==> config.mk <==
export PLATFORM = sky130hd
export DESIGN_NAME = gsim_result_packer
export DESIGN_NICKNAME = d
export VERILOG_FILES = /design/src/rtl/gsim_pack_pkg.sv /design/src/rtl/gsim_pack_fifo.sv /design/src/rtl/gsim_result_packer.sv
export SDC_FILE = /design/constraint.sdc
export NUM_CORES = 1
export LEC_CHECK = 0
export BUFFER_PORTS_ARGS = -buffer_cell sky130_fd_sc_hd__buf_4
export CAP_MARGIN = 20
export CORE_ASPECT_RATIO = 0.7
export CORE_MARGIN = 2
export CORE_UTILIZATION = 40
export CTS_CLUSTER_SIZE = 25
export DETAILED_ROUTE_END_ITERATION = 6
export GPL_ROUTABILITY_DRIVEN = 0
export PLACE_DENSITY_LB_ADDON = 0.08
export SYNTH_ARGS = -nofsm -noshare
export SYNTH_HDL_FRONTEND = slang
export SYNTH_SLANG_ARGS = --single-unit
==> constraint.sdc <==
create_clock -name clk -period 4 [get_ports clk]
set_input_delay 0.2 -clock clk [delete_from_list [all_inputs] [get_ports clk]]
set_output_delay 0.2 -clock clk [all_outputs]
set_load 0.005 [all_outputs]
==> src/rtl/gsim_pack_pkg.sv <==
// ---------------------------------------------------------------------------
// gsim_pack_pkg
// Shared types and constants for the GSIM result packer.
//   state_t      : packer FSM states (S_IDLE, S_COLLECT, S_FLUSH)
//   fifo_entry_t : one output FIFO entry {data, index, last}
//   frame_last_idx(): index of the final word of a frame for a given mode
// ---------------------------------------------------------------------------
package gsim_pack_pkg;

    localparam int WORD_W          = 24;
    localparam int BYTE_W          = 8;
    localparam int FIFO_DEPTH      = 8;
    localparam int FRAME_LEN_SOLVE = 8;
    localparam int FRAME_LEN_INV   = 64;
    localparam int IDX_W           = 6;

    typedef enum logic [1:0] {
        S_IDLE    = 2'd0,
        S_COLLECT = 2'd1,
        S_FLUSH   = 2'd2
    } state_t;

    typedef struct packed {
        logic [WORD_W-1:0] data;
        logic [IDX_W-1:0]  index;
        logic              last;
    } fifo_entry_t;

    function automatic logic [IDX_W-1:0] frame_last_idx(input logic inv_mode);
        return inv_mode ? IDX_W'(FRAME_LEN_INV - 1) : IDX_W'(FRAME_LEN_SOLVE - 1);
    endfunction

endpackage

==> src/rtl/gsim_pack_fifo.sv <==
// ---------------------------------------------------------------------------
// gsim_pack_fifo
// Synchronous FIFO_DEPTH-entry FIFO of fifo_entry_t with simultaneous
// push/pop. A push while full is accepted only if a pop happens in the same
// cycle; otherwise it is ignored (the caller accounts for the drop).
// Ports:
//   clk, reset : clock, asynchronous active-high reset
//   push       : write wr_entry
//   wr_entry   : entry to write
//   pop        : remove head entry (ignored when empty)
//   head       : current head entry (meaningful only when !empty)
//   full/empty : occupancy flags
// ---------------------------------------------------------------------------
module gsim_pack_fifo
    import gsim_pack_pkg::*;
(
    input  logic        clk,
    input  logic        reset,
    input  logic        push,
    input  fifo_entry_t wr_entry,
    input  logic        pop,
    output fifo_entry_t head,
    output logic        full,
    output logic        empty
);

    localparam int PTR_W = $clog2(FIFO_DEPTH);

    fifo_entry_t      mem [FIFO_DEPTH];
    logic [PTR_W-1:0] wr_ptr;
    logic [PTR_W-1:0] rd_ptr;
    logic [PTR_W:0]   count;
    logic             do_push;
    logic             do_pop;

    assign empty   = (count == '0);
    assign full    = (count == (PTR_W+1)'(FIFO_DEPTH));
    assign do_pop  = pop && !empty;
    // A pop in the same cycle frees a slot, so a full FIFO still takes the push.
    assign do_push = push && (!full || do_pop);
    assign head    = mem[rd_ptr];

    // Storage carries data only; occupancy is tracked by the pointers.
    always_ff @(posedge clk) begin
        if (do_push) begin
            mem[wr_ptr] <= wr_entry;
        end
    end

    always_ff @(posedge clk or posedge reset) begin
        if (reset) begin
            wr_ptr <= '0;
            rd_ptr <= '0;
            count  <= '0;
        end else begin
            if (do_push) begin
                wr_ptr <= wr_ptr + 1'b1;
            end
            if (do_pop) begin
                rd_ptr <= rd_ptr + 1'b1;
            end
            case ({do_push, do_pop})
                2'b10:   count <= count + 1'b1;
                2'b01:   count <= count - 1'b1;
                default: count <= count;
            endcase
        end
    end

endmodule

==> src/rtl/gsim_result_packer.sv <==
// ---------------------------------------------------------------------------
// gsim_result_packer
// Packs the solver byte stream (MSB-first) into 24-bit result words, tags
// each word with its index within the frame and a last flag, and queues the
// words in an 8-entry FIFO for a ready/valid consumer. Words that find the
// FIFO full are dropped and flagged with the sticky o_ovf.
// Ports:
//   clk, reset : clock, asynchronous active-high reset
//   mode       : 0 = 8-word frames, 1 = 64-word frames (latched per frame)
//   in_valid   : in_data carries a byte (always accepted)
//   in_data    : solver byte
//   o_valid    : FIFO head present on o_data/o_index/o_last
//   i_ready    : consumer accepts the head word
//   o_data     : assembled word {b0,b1,b2}
//   o_index    : word position within its frame
//   o_last     : final word of the frame
//   o_ovf      : sticky, at least one word dropped
//   o_ovf_cnt  : dropped-word count, saturating at 255
//                (only when GSIM_PACK_OVF_CNT_EN is defined)
// ---------------------------------------------------------------------------
module gsim_result_packer
    import gsim_pack_pkg::*;
(
    input  logic              clk,
    input  logic              reset,
    input  logic              mode,
    input  logic              in_valid,
    input  logic [BYTE_W-1:0] in_data,
    output logic              o_valid,
    input  logic              i_ready,
    output logic [WORD_W-1:0] o_data,
    output logic [IDX_W-1:0]  o_index,
    output logic              o_last,
    output logic              o_ovf
`ifdef GSIM_PACK_OVF_CNT_EN
    ,
    output logic [7:0]        o_ovf_cnt
`endif
);

    state_t              state;
    state_t              state_nx;
    logic [1:0]          byte_cnt;
    logic [2*BYTE_W-1:0] part;
    logic                frame_open;
    logic                frame_open_nx;
    logic                mode_lat;
    logic [IDX_W-1:0]    idx;

    logic                first_byte;
    logic                word_done;
    logic                last_word;

    logic [WORD_W-1:0]   word_p1;
    logic [IDX_W-1:0]    idx_p1;
    logic                last_p1;
    logic                vld_p1;

    fifo_entry_t         wr_entry;
    fifo_entry_t         head;
    logic                fifo_full;
    logic                fifo_empty;
    logic                pop;
    logic                drop;

    // ---- stage 0: byte assembly, frame tracking, FSM ----
    // frame_open spans from the first byte of a frame to the byte that
    // completes its last word; a byte seen while it is low opens a new frame
    // (from S_IDLE, or early while the previous frame is still draining).
    assign first_byte    = in_valid && !frame_open;
    assign word_done     = in_valid && (byte_cnt == 2'd2);
    assign last_word     = word_done && (idx == frame_last_idx(mode_lat));
    assign frame_open_nx = last_word ? 1'b0 : (first_byte ? 1'b1 : frame_open);

    always_comb begin
        state_nx = state;
        case (state)
            S_IDLE: begin
                if (in_valid) begin
                    state_nx = S_COLLECT;
                end
            end
            S_COLLECT: begin
                if (last_word) begin
                    state_nx = S_FLUSH;
                end
            end
            S_FLUSH: begin
                // Drained means nothing queued and nothing in the push stage.
                if (fifo_empty && !vld_p1 && !last_word) begin
                    state_nx = frame_open_nx ? S_COLLECT : S_IDLE;
                end
            end
            default: state_nx = S_IDLE;
        endcase
    end

    always_ff @(posedge clk or posedge reset) begin
        if (reset) begin
            state      <= S_IDLE;
            byte_cnt   <= '0;
            frame_open <= 1'b0;
            mode_lat   <= 1'b0;
            idx        <= '0;
        end else begin
            state      <= state_nx;
            frame_open <= frame_open_nx;
            if (first_byte) begin
                mode_lat <= mode;
            end
            if (in_valid) begin
                byte_cnt <= word_done ? 2'd0 : byte_cnt + 2'd1;
            end
            // Index advances on completion, not on push, so drops keep o_last aligned.
            if (word_done) begin
                idx <= last_word ? '0 : idx + 1'b1;
            end
        end
    end

    always_ff @(posedge clk) begin
        if (in_valid && !word_done) begin
            part <= {part[BYTE_W-1:0], in_data};
        end
    end

    // ---- stage 1: completed word registered, pushed to the FIFO ----
    always_ff @(posedge clk) begin
        if (word_done) begin
            word_p1 <= {part, in_data};
            idx_p1  <= idx;
            last_p1 <= last_word;
        end
    end

    always_ff @(posedge clk or posedge reset) begin
        if (reset) begin
            vld_p1 <= 1'b0;
        end else begin
            vld_p1 <= word_done;
        end
    end

    assign wr_entry = '{data: word_p1, index: idx_p1, last: last_p1};
    assign pop      = !fifo_empty && i_ready;
    assign drop     = vld_p1 && fifo_full && !pop;

    gsim_pack_fifo u_fifo (
        .clk      (clk),
        .reset    (reset),
        .push     (vld_p1),
        .wr_entry (wr_entry),
        .pop      (pop),
        .head     (head),
        .full     (fifo_full),
        .empty    (fifo_empty)
    );

    always_ff @(posedge clk or posedge reset) begin
        if (reset) begin
            o_ovf <= 1'b0;
        end else if (drop) begin
            o_ovf <= 1'b1;
        end
    end

`ifdef GSIM_PACK_OVF_CNT_EN
    always_ff @(posedge clk or posedge reset) begin
        if (reset) begin
            o_ovf_cnt <= '0;
        end else if (drop && (o_ovf_cnt != 8'hFF)) begin
            o_ovf_cnt <= o_ovf_cnt + 8'd1;
        end
    end
`endif

    // ---- output: FIFO head, forced to zero while empty ----
    assign o_valid = !fifo_empty;
    assign o_data  = fifo_empty ? '0 : head.data;
    assign o_index = fifo_empty ? '0 : head.index;
    assign o_last  = fifo_empty ? 1'b0 : head.last;

endmodule

---- Word-level counts from Yosys, hierarchy flattened ----
Memory sizes are Yosys's and may differ from the RTL's.
Index checks and enable logic that the tools add are counted.
word-level totals
  register bits ........................... 69
  bits in latches ......................... 0
  bits in writable memories ............... 248
  memory bits (read-only) ................. 0
  input port bits ......................... 13
  output and inout bits ................... 33
  word-level logic and storage cells ...... 54
  memories ................................ 1
memories
  memory      depth  width  read ports  clocked after memory_dff  write ports  line                  text
  u_fifo.mem  8      31     1           0                         1            gsim_pack_fifo.sv:29  fifo_entry_t mem [FIFO_DEPTH];
cells by class
  add/subtract/negate cells ............... 6
  multipliers ............................. 0
  div/mod/pow operators ................... 0
  magnitude comparators ................... 0
  equal/unequal tests ..................... 5
  shift-type cells ........................ 0
  muxes and demuxes ....................... 11
  bitwise logic cells ..................... 0
  reduce and logical (&&, ||, !) cells .... 18
operators with widths
  cell                   number
  $mux W24               1
  $mux W6                3
  $logic_and A1 B1 Y1    9
  $pmux W4 S2            1
  $add A3 B1 Y3 const B  2
  $add A6 B1 Y6 const B  1
  $eq A6 B6 Y1           1
  $logic_not A1 Y1       5
  $mux W1                5
  $add A4 B1 Y4 const B  1
  $eq A2 B2 Y1 const B   2
  $eq A4 B4 Y1 const B   1
  $logic_not A4 Y1       1
  $reduce_bool A2 Y1     2
  $sub A4 B1 Y4 const B  1
  $add A2 B1 Y2 const B  1
  $eq A2 B1 Y1 const B   1
  $mux W2                1
  $logic_or A1 B1 Y1     1

---- Longest topological paths before layout ----
Gate-level depths: netlist of the first run.
  depth after elaboration ................. 8
  mapped depth ............................ 11

---- Hierarchy ----
From an unflattened synthesis of the first run, not the netlist that was laid out.
second synthesis, totals
  cell total of the unflattened synthesis .. 565
  area total of the unflattened synthesis .. 12410.7 um^2
by module, submodules not included
  module              instances  cells each  area an instance (um^2)  sequential area each (um^2)
  gsim_pack_fifo      1          431         10229.8                  7697.4
  gsim_result_packer  1          134         2180.8                   1711.6

---- Worst setup path after synthesis of the first run ----
No wires, ideal clock.
  kind .................................... register to register
  from .................................... register u_fifo.count[0]
  to ...................................... memory u_fifo.mem[0][0] (netlist name) (enable)
  arrival ................................. 3.695 ns
  setup slack ............................. -0.192 ns
  stages on the path, launching flop included .. 4
  cell sequence ........................... dfrtp_1 > or3_2 > o21ai_2 > nor4_1
on the way
  cells in the longest elaborated chain, start to end .. 8
  elaborated cells on any way between the ends .. 10
ends and longest elaborated chain
  element                            line                                             text
  from (decl)                        gsim_pack_fifo.sv:32                             logic [PTR_W:0] count;
  from (signal assigned)             gsim_pack_fifo.sv:63                             2'b10: count <= count + 1'b1;
  from (signal assigned)             gsim_pack_fifo.sv:64                             2'b01: count <= count - 1'b1;
  from (signal assigned)             gsim_pack_fifo.sv:65                             default: count <= count;
  $logic_not A4 Y1                   gsim_pack_fifo.sv:36                             assign empty = (count == '0);
  $logic_not A1 Y1                   gsim_pack_fifo.sv:38, gsim_result_packer.sv:145
  $logic_and A1 B1 Y1                gsim_result_packer.sv:145                        assign pop = !fifo_empty && i_ready;
  $logic_and A1 B1 Y1                gsim_pack_fifo.sv:38                             assign do_pop = pop && !empty;
  $logic_or A1 B1 Y1 (*)             gsim_pack_fifo.sv:40                             assign do_push = push && (!full || do_pop);
  $logic_and A1 B1 Y1 (*)            gsim_pack_fifo.sv:40
  $mux W1 (*)                        gsim_pack_fifo.sv:45                             if (do_push) begin
  $mux W1 (implied by the code) (*)  gsim_pack_fifo.sv:46                             mem[wr_ptr] <= wr_entry;
  to (decl)                          gsim_pack_fifo.sv:29
Every way passes the cells marked *; elsewhere a longest branch is shown, timed or not.

---- Worst setup path after layout of the first run ----
  from .................................... register u_fifo.count[0]
  to ...................................... register u_fifo.count[3]
on the way
  cells in the longest elaborated chain, start to end .. 8
  elaborated cells on any way between the ends .. 14
ends and longest elaborated chain
  element                                            line                                             text
  $logic_not A4 Y1                                   gsim_pack_fifo.sv:36
  $logic_not A1 Y1                                   gsim_pack_fifo.sv:38, gsim_result_packer.sv:145
  $logic_and A1 B1 Y1                                gsim_result_packer.sv:145
  $logic_and A1 B1 Y1                                gsim_pack_fifo.sv:38
  $logic_or A1 B1 Y1                                 gsim_pack_fifo.sv:40
  $logic_and A1 B1 Y1                                gsim_pack_fifo.sv:40
  $eq A2 B1 Y1 or $eq A2 B2 Y1 (tied branches)       gsim_pack_fifo.sv:62                             case ({do_push, do_pop})
  $pmux W4 S2 or $reduce_bool A2 Y1 (tied branches)  -
Parallel ways exist; a longest one is shown, timed or not.
A chain may end at the register's enable or synchronous reset.

==> run_results.csv, run 1 <==
group,metric,value,unit
grt,grt_start_max_net_pins,39,
die,io_pins,46,
setup_path,critPathCaptureType,"flip-flop",
timing,fin_worst_skew,12.8,ps
die,coreArea,0.0290,mm^2
power,powerDensity,689,mW/mm^2
synth,yosys_register_bits,317,
finish,fin_cells,1014,
timing,setup-tns-final,0,ps
finish,synthToLayoutAreaGrowth,16.8,%
hold_path,min-delay-start,"part[10]$_DFFE_PP_",
routing,drt_wl_total,24.3,mm
die,initial_core_util,40.9,%
synth,synthesis.nets,548,
routing,wl_per_cell,23.9,um
setup_path,crit_fanout,8,
place,detailed_place.area,0.0127,mm^2
timing,max_freq,333,MHz
place,place_inst,942,
die,die_height,148,um
clock_network,post_cts_resized,0,
hold_path,hold_class,"flip-flop to flip-flop",
timing,layout_min_cycle_time,3000,ps
synth,yosysWarnings,0,
status,status,"completed",
setup_path,rr_endpoint,"u_fifo.count[3]$_DFFE_PP0P_",
synth,synth.distinct_cells,43,
routing,vias,5385,
clock_network,cts_root_buf,"clkbuf_16",
grt,grt_first_pass_wirelength,36.5,mm
grt,grt_use_total,16.1,%
clock_network,htree_levels,2,
setup_path,crit_type,"flip-flop to flip-flop",
die,die_w,210,um
setup_path,cp.required,4360,ps
synth,synth_area_leaders,"edfxtp_1 (75%), mux4_2 (12%), dfrtp_1 (4.6%)",
clock_network,clockBufferDepth,3,
routing,drt_pass1_iterations,6,
routing,via_per_inst,5.31,
setup_path,r2r_cells,6,
synth,synth_edf_count,295,
setup_path,path_delay_family,"simple AND/OR/NAND/NOR gates",
finish,drive_above_1_share,29.6,%
flow_run,max-cap-violations,0,
timing,slew_headroom,40.7,%
timing,post-route-period-util,75.1,%
finish,diodes,0,
place,portBuffers,45,
timing,hold_viol,0,
setup_path,critPathArrivalTime,3370,ps
clock_network,cts_tree,"done",
clock_network,cts.sinks,317,
finish,utilization,47.8,%
grt,antenna_found_initial,0,
setup_path,ff2ff_setup_slack,1000,ps
routing,drt_iter0_markers,331,
finish,finalInstanceArea,0.0139,mm^2
timing,tightestPinTransition,889,ps
place,dp.final_hpwl,12.8,mm
synth,synthFlopType,"edfxtp_1",
finish,fin_nets,631,
die,rows,52,
timing,setup_viol,0,
clock_network,cts_made_buffers,34,
power,max-vdd-ir-drop,0.000341,V
setup_path,slowest_stage,"or3_2",
synth,netlist.area_leader.share,74.7,%
setup_path,crit_path_cell_trace,"or3_2, o21ai_2, ha_1, or3b_2, a2111oi_0, o221ai_1",
grt,overflow,0,
hold_path,whs_path_depth,0,
power,leakagePower,4.57,nW
setup_path,crit_buf_inv,0,
synth,syn_area_per_cell,22.4,um^2
timing,rsz0062_at_grt,"false",
hold_path,worst_hold_path.endpoint,"word_p1[18]$_DFFE_PP_",
grt,grt_pass1_vias,5819,
synth,synth_area,0.0119,mm^2
finish,fill_cells,2419,
routing,ant_nets,0,
clock_network,clkTransAtPathRegs,60,ps
setup_path,cpPeakStageDelay,560,ps
synth,synth_cells,529,
clock_network,clk_latency,510,ps
timing,drv_slew,0,
synth,yosysMostFrequentCell,"edfxtp_1",
routing,drc,0,
synth,synthTopCellsByCount,"edfxtp_1 (295), mux4_2 (62), a22o_1 (30), dfrtp_1 (22), clkbuf_1 (12)",
setup_path,startpoint_type,"flip-flop",
setup_path,timing.rr.start,"u_fifo.count[0]$_DFFE_PP0P_",
synth,yosysTopAreaCell,"edfxtp_1",
synth,yosysSeqAreaShare,79.3,%
die,dieArea,0.0311,mm^2
synth,synthArstFlopShare,6.94,%
==> what timing repair did <==
action | CTS | global route
hold buffers | 12 | 0
setup buffers | 0 | 0
hold endpoints to repair | 43 | 0
==> report_power, final <==
part	total (mW)	switching, mW	internal (mW)
registers	4.31	0.369	3.94
clock network	2.85	1.19	1.67
logic	2.39	1.09	1.29
==> how the worst max path moves through the flow <==
stage               depth (start not counted)                          end  slack [ps]                         start
detailed placement                          6  u_fifo.count[3]$_DFFE_PP0P_        1010   u_fifo.count[0]$_DFFE_PP0P_
global route                                6  u_fifo.count[3]$_DFFE_PP0P_         880   u_fifo.count[0]$_DFFE_PP0P_
global placement                            6  u_fifo.count[3]$_DFFE_PP0P_        1050   u_fifo.count[0]$_DFFE_PP0P_
CTS                                         4                   o_data[14]         980  u_fifo.rd_ptr[0]$_DFFE_PP0P_
floorplan                                   3   u_fifo.mem[4][0]$_DFFE_PP_         620   u_fifo.count[0]$_DFFE_PP0P_
finish                                      6  u_fifo.count[3]$_DFFE_PP0P_        1000   u_fifo.count[0]$_DFFE_PP0P_
==> layout by cell type (no fill, tap or decap), types with 2 or more instances in the layout <==
cell type and instances:
edfxtp_1 295, mux4_2 62, buf_4 58, clkbuf_16 35, a22o_1 30, dfrtp_1 20
dlygate4sd3_1 12, nand2_1 10, inv_1 9, clkbuf_1 9, clkinv_1 8, xnor2_1 7
ha_1 6, clkinv_2 6, nand2b_1 4, mux2_2 4, nor2_1 4, o21ai_0 4
nor3_2 4, nor2_4 3, nand3_1 3, a21o_1 3, nor2b_1 2, a21oi_1 2
nand3b_1 2, or4_1 2, xor2_1 2, o211ai_1 2, buf_12 2
==> logic make-up (layout without fill, tap and decap cells) <==
kind of cell	after synthesis	after routing	share of synthesized area, %
flip-flops	317	317	79.3
AND/OR/NAND/NOR	46	46	2.17
AO/OA/AOI/OAI	50	50	3.43
XOR/XNOR	9	9	0.665
buffers and inverters	34	141	1.53
adder cells (fa/ha/maj)	6	6	0.633
multiplexers	67	67	12.2
==> registers in the layout (all words and copies together) (netlist names) <==
| signal | flops |
|---|---|
| byte_cnt | 2 |
| word_p1 | 24 |
| last_p1 | 1 |
| idx | 6 |
| u_fifo.rd_ptr | 3 |
| u_fifo.wr_ptr | 3 |
| mode_lat | 1 |
| u_fifo.mem | 248 |
| vld_p1 | 1 |
| idx_p1 | 6 |
| o_ovf | 1 |
| part | 16 |
| u_fifo.count | 4 |
| frame_open | 1 |
==> metrics by stage <==
stage	worst slack (ps)	hold WS [ps]	total power [mW]
5_1_grt	878	425	10.0
2_1_floorplan	623	189	5.80
3_5_place_dp	1010	407	6.81
4_1_cts	984	411	9.71
6_report	995	419	9.55
3_3_place_gp	1050	407	6.77
==> final cells by class <==
cell class | count | area [um^2] | area share, %
flip-flops and latches | 317 | 9410 | 67.9
inverters | 9 | 33.8 | 0.244
clock inverters | 16 | 98.8 | 0.713
well taps | 378 | 473 | 3.41
repair buffers | 72 | 596 | 4.30
clock buffers | 44 | 910 | 6.56
multi-input cells | 178 | 2330 | 16.8
==> worst register-to-register path: cells and delay by family, from the launching register on <==
family / cells / cell delay, ps
AO/OA/AOI/OAI: 3 / 1010
adder cells (fa/ha/maj): 1 / 360
flip-flops: 1 / 460
AND/OR/NAND/NOR: 2 / 1040
==> layer usage <==
layer,up-vias,routed length [um],global-route usage [%]
li1,2381,-,-
met1,2858,11100,22.3
met2,108,11700,26.5
met3,38,1110,3.46
met4,0,386,3.83
met5,-,0,0
No activity file was read; power rests on OpenSTA's default activity.
==> run 2, diff against run 1 <==
clock period = 2.6 ns   (was 4 ns; I/O delays follow)
==> run 2 against run 1 <==
Net effect: count of clock-buffer cells in the layout shrank 10; first-iteration DRC count grew 3.0%; cell area grew 0.91%; sequential power grew 48%; critical path depth shrank 2.
==> run_results.csv, run 2 (synthesis results as in run 1) <==
group,metric,value,unit
status,status,"completed",
die,die_w,210,um
die,initial_core_util,40.9,%
timing,rsz0062_at_grt,"false",
finish,largest_register,"u_fifo.mem",
clock_network,cts.sinks,317,
power,powerDensity,1060,mW/mm^2
finish,fin_nets,640,
timing,fin_worst_skew,17.4,ps
power,net-switching-power,4.20,mW
die,io_pins,46,
timing,layout_min_cycle_time,2510,ps
timing,post-route-period-util,96.5,%
timing,setup_viol,0,
setup_path,startpoint_type,"flip-flop",
finish,largest_reg_flops,248,
power,p_clk_share,27.9,%
setup_path,cp.required,2470,ps
power,max-vdd-ir-drop,0.000586,V
place,pre_cts_ws,-138,ps
place,place_inst,948,
routing,drt_iter0_markers,341,
finish,fin_cells,1023,
routing,via_per_inst,5.31,
setup_path,critPathArrivalTime,2380,ps
setup_path,crit_fanout,31,
timing,finalHoldWorstSlack,309,ps
setup_path,crit_type,"flip-flop to output port",
power,power,14.8,mW
place,portBuffers,45,
power,p_int,10.6,mW
finish,final_common_cell,"edfxtp_1",
clock_network,cts_root_buf,"clkbuf_16",
timing,fin_ws,91.3,ps
clock_network,htree_levels,1,
clock_network,clockBufferDepth,3,
die,coreArea,0.0290,mm^2
routing,drt_pass1_iterations,4,
die,die_height,148,um
hold_path,hold_class,"primary input to flip-flop",
timing,hold_viol,0,
flow_run,max-cap-violations,0,
grt,grt_first_pass_wirelength,37.1,mm
clock_network,clk_latency,560,ps
finish,synthToLayoutAreaGrowth,17.9,%
power,comb_power_share,28.7,%
timing,drv_slew,0,
finish,diodes,0,
timing,tightestPinTransition,918,ps
routing,drt_wl_total,24.7,mm
grt,grt_start_max_net_pins,65,
routing,drc,0,
die,rows,52,
power,leakagePower,4.62,nW
routing,wl_per_cell,24.2,um
clock_network,clkTransAtPathRegs,60,ps
finish,layout.cells.most_common_list,"edfxtp_1 (295), buf_4 (65), mux4_2 (62)",
grt,grt_pass1_vias,5833,
routing,vias,5437,
clock_network,cts_made_buffers,31,
timing,slew_headroom,38.7,%
place,dp.final_hpwl,13.0,mm
finish,drive_above_1_share,32.6,%
die,dieArea,0.0311,mm^2
clock_network,cts_tree,"done",
grt,grt_use_total,16.3,%
timing,max_freq,399,MHz
grt,overflow,0,
power,seqPwrFrac,43.3,%
power,p_sw_share,28.5,%
setup_path,critPathCaptureType,"output port",
routing,ant_nets,0,
timing,setup-tns-final,0,ps
finish,fill_cells,2374,
finish,largestRegisters,"u_fifo.mem (248), word_p1 (24), part (16)",
grt,antenna_found_initial,0,
## run 2: cell types whose count changed in the layout (fill, tap and decap cells not counted), sizes merged
cell,previous run,this run
buf,60,71
clkbuf,44,34
clkinv,14,19
clkinvlp,0,3
dlygate4sd3,12,13
inv,10,9
## run 2: final timing paths
kind                       depth (start not counted)  slack (ps)                   startpoint                            to
min in group asynchronous                          3         330                        reset       byte_cnt[1]$_DFFE_PP0P_
max reg2reg                                        7         110  u_fifo.count[2]$_DFFE_PP0P_   u_fifo.count[3]$_DFFE_PP0P_
max in group asynchronous                          3        1590                        reset  u_fifo.rd_ptr[0]$_DFFE_PP0P_
min                                                2         310                   in_data[7]          word_p1[7]$_DFFE_PP_
max                                                4          90  u_fifo.count[2]$_DFFE_PP0P_                     o_data[3]
min reg2reg                                        0         420           part[10]$_DFFE_PP_         word_p1[18]$_DFFE_PP_
## run 2: area by class of cell
type                       instances  area [um^2]  area share, %
clock buffer                      34          787           5.63
clock inverter                    23          143           1.02
inverter                           9         33.8          0.242
multi-input combinational        178         2390           17.1
sequential                       317         9420           67.3
tap                              378          473           3.38
timing repair buffer              84          738           5.28
## run 2: stage by stage
step           utilization [%]  area [um^2]
4_1_cts                   48.1        14000
2_1_floorplan                -        11900
3_5_place_dp              44.2        12800
3_3_place_gp              44.2        12800
5_1_grt                   48.2        14000
6_report                  48.2        14000
## run 2: worst max-delay path: stages (launching register included)
cell and delay [ps]:
dfrtp_2 450, or4_4 540, and2_4 350, a22o_1 320, buf_4 150
## run 2: power by group through the flow
stage               Clock, mW  Combinational (mW)  Sequential, mW
floorplan                   0                2.58            6.36
global placement            0                4.10            6.52
detailed placement          0                4.12            6.54
CTS                      4.23                4.34            6.39
global route             4.42                4.58            6.44
finish                   4.12                4.24            6.39
## run 2: what timing repair did
action,in CTS,in global routing
endpoints found under the hold margin,47,0
pin swaps,0,0
gates resized for setup,3,4
hold buffers,13,0
setup buffers,5,0
endpoints found under the setup margin,23,6
## run 2: metal layers
layer,up-vias,global-route usage (%),wire length (um),share of wire (%)
met1,2926,24.3,12000,49
met3,28,2.85,821,3.3
met4,0,3.12,352,1.4
met2,82,25.7,11500,47
met5,-,0,0,0
li1,2401,-,-,-
==> run 3, diff against run 2 <==
CAP_MARGIN = 0   (was 20)
CTS_BUF_LIST = sky130_fd_sc_hd__clkbuf_8 sky130_fd_sc_hd__clkbuf_16   (was not set)
==> run 3 against run 2 <==
Net effect: non-clock buffer count did not move; critical path type unchanged; highest routed layer unchanged; largest cell class unchanged; count of clock-buffer cells in the layout fell by 3; cell area did not move; critical endpoint is now o_data[14]; wire length did not move; global-route usage did not move.
==> run_results.csv, run 3 (synthesis results as in run 1) <==
group,metric,value,unit
timing,setup_viol,0,
routing,vias,5436,
die,io_pins,46,
grt,grt_use_total,16.3,%
finish,largest_reg_flops,248,
setup_path,critPathArrivalTime,2380,ps
clock_network,cts_tree,"done",
timing,tightestPinTransition,918,ps
die,dieArea,0.0311,mm^2
power,max-vdd-ir-drop,0.000585,V
timing,layout_min_cycle_time,2510,ps
setup_path,crit_fanout,31,
power,p_clk_share,27.9,%
timing,drv_slew,0,
status,status,"completed",
power,comb_power_share,28.8,%
finish,diodes,0,
timing,max_freq,399,MHz
power,power,14.7,mW
timing,hold_viol,0,
setup_path,cp.required,2470,ps
clock_network,clkTransAtPathRegs,60,ps
timing,finalHoldWorstSlack,309,ps
clock_network,clk_latency,560,ps
finish,utilization,48.2,%
power,p_int,10.5,mW
timing,fin_worst_skew,17.4,ps
routing,drt_wl_total,24.7,mm
finish,fin_cells,1023,
finish,largestRegisters,"u_fifo.mem (248), word_p1 (24), part (16)",
die,coreArea,0.0290,mm^2
power,powerDensity,1050,mW/mm^2
grt,grt_start_max_net_pins,65,
routing,ant_nets,0,
finish,finalInstanceArea,0.0140,mm^2
die,rows,52,
finish,largest_register,"u_fifo.mem",
timing,rsz0062_at_grt,"false",
place,dp.final_hpwl,13.0,mm
die,initial_core_util,40.9,%
routing,via_per_inst,5.31,
clock_network,cts_made_buffers,31,
setup_path,crit_start,"u_fifo.count[2]$_DFFE_PP0P_",
routing,wl_per_cell,24.2,um
power,seqPwrFrac,43.4,%
place,portBuffers,45,
clock_network,cts.sinks,317,
routing,drc,0,
hold_path,hold_class,"primary input to flip-flop",
setup_path,critPathCaptureType,"output port",
hold_path,min-delay-start,"in_data[7]",
clock_network,cts_root_buf,"clkbuf_16",
clock_network,htree_levels,1,
die,die_w,210,um
grt,grt_first_pass_wirelength,37.1,mm
grt,overflow,0,
routing,drt_iter0_markers,341,
clock_network,clockBufferDepth,3,
finish,synthToLayoutAreaGrowth,17.9,%
place,detailed_place.area,0.0128,mm^2
routing,drt_pass1_iterations,4,
setup_path,timing.rr.start,"u_fifo.count[2]$_DFFE_PP0P_",
setup_path,startpoint_type,"flip-flop",
power,leakagePower,4.63,nW
place,place_inst,948,
setup_path,crit_type,"flip-flop to output port",
finish,final_common_cell,"edfxtp_1",
timing,slew_headroom,38.7,%
power,net-switching-power,4.20,mW
flow_run,max-cap-violations,0,
timing,post-route-period-util,96.5,%
finish,layout.cells.most_common_list,"edfxtp_1 (295), buf_4 (65), mux4_2 (62)",
grt,grt_pass1_vias,5833,
die,die_height,148,um
finish,drive_above_1_share,32.6,%
grt,antenna_found_initial,0,
finish,fin_nets,640,
power,p_sw_share,28.5,%
[run 3: cell types whose count changed in the layout (fill, tap and decap cells not counted)]
cell,change
clkbuf_1,-3
inv_1,+3
[run 3: path summary, 6_finish.rpt]
| check | endpoint | slack (ps) | depth (start not counted) |
|---|---|---|---|
| hold / removal | word_p1[7]$_DFFE_PP_ | 310 | 2 |
| hold reg to reg | word_p1[18]$_DFFE_PP_ | 420 | 0 |
| setup / recovery | o_data[14] | 90 | 5 |
| min in group asynchronous | byte_cnt[1]$_DFFE_PP0P_ | 330 | 3 |
| max in group asynchronous | u_fifo.rd_ptr[0]$_DFFE_PP0P_ | 1590 | 3 |
| setup reg to reg | u_fifo.count[3]$_DFFE_PP0P_ | 110 | 7 |
[run 3: timing repair]
| item | 4_1_cts | 5_1_grt |
|---|---|---|
| endpoints found under the hold margin | 47 | 0 |
| hold buffers | 13 | 0 |
| setup buffers | 5 | 0 |
| gates resized for setup | 3 | 4 |
| setup endpoints to repair | 23 | 6 |
[run 3: critical path, stage by stage (launching register included)]
cell and delay, ps:
dfrtp_2 450, or4_4 540, nor2b_2 190, buf_12 190
a22o_4 290, buf_4 140
[run 3: metal layers]
metal | up-vias | global-route usage, % | share of wire [%]
li1 | 2402 | - | -
met1 | 2924 | 24.3 | 49
met2 | 82 | 25.7 | 47
met3 | 28 | 2.85 | 3.3
met4 | 0 | 3.12 | 1.4
met5 | - | 0 | 0
[run 3: through the flow]
stage	TNS (ps)	setup WS (ps)
4_1_cts	0	6.06
5_1_grt	0	2.65
3_5_place_dp	-138	-138
6_report	0	91.9
3_3_place_gp	0	47.3
2_1_floorplan	-77700	-750
[run 3: power groups by stage]
stage | clock network, mW | logic, mW | registers, mW
after floorplan | 0 | 2.58 | 6.36
after global placement | 0 | 4.10 | 6.52
after detailed placement | 0 | 4.12 | 6.54
after global routing | 4.41 | 4.58 | 6.44
final | 4.11 | 4.24 | 6.39
after CTS | 4.22 | 4.34 | 6.39
[run 3: area by class of cell]
| cell class | count | area [um^2] |
|---|---|---|
| multi-input combinational | 178 | 2390 |
| clock buffer | 31 | 776 |
| inverter | 9 | 33.8 |
| clock inverter | 26 | 154 |
| tap | 378 | 473 |
| timing repair buffer | 84 | 738 |
| sequential | 317 | 9420 |
| fill | 2374 | 15000 |
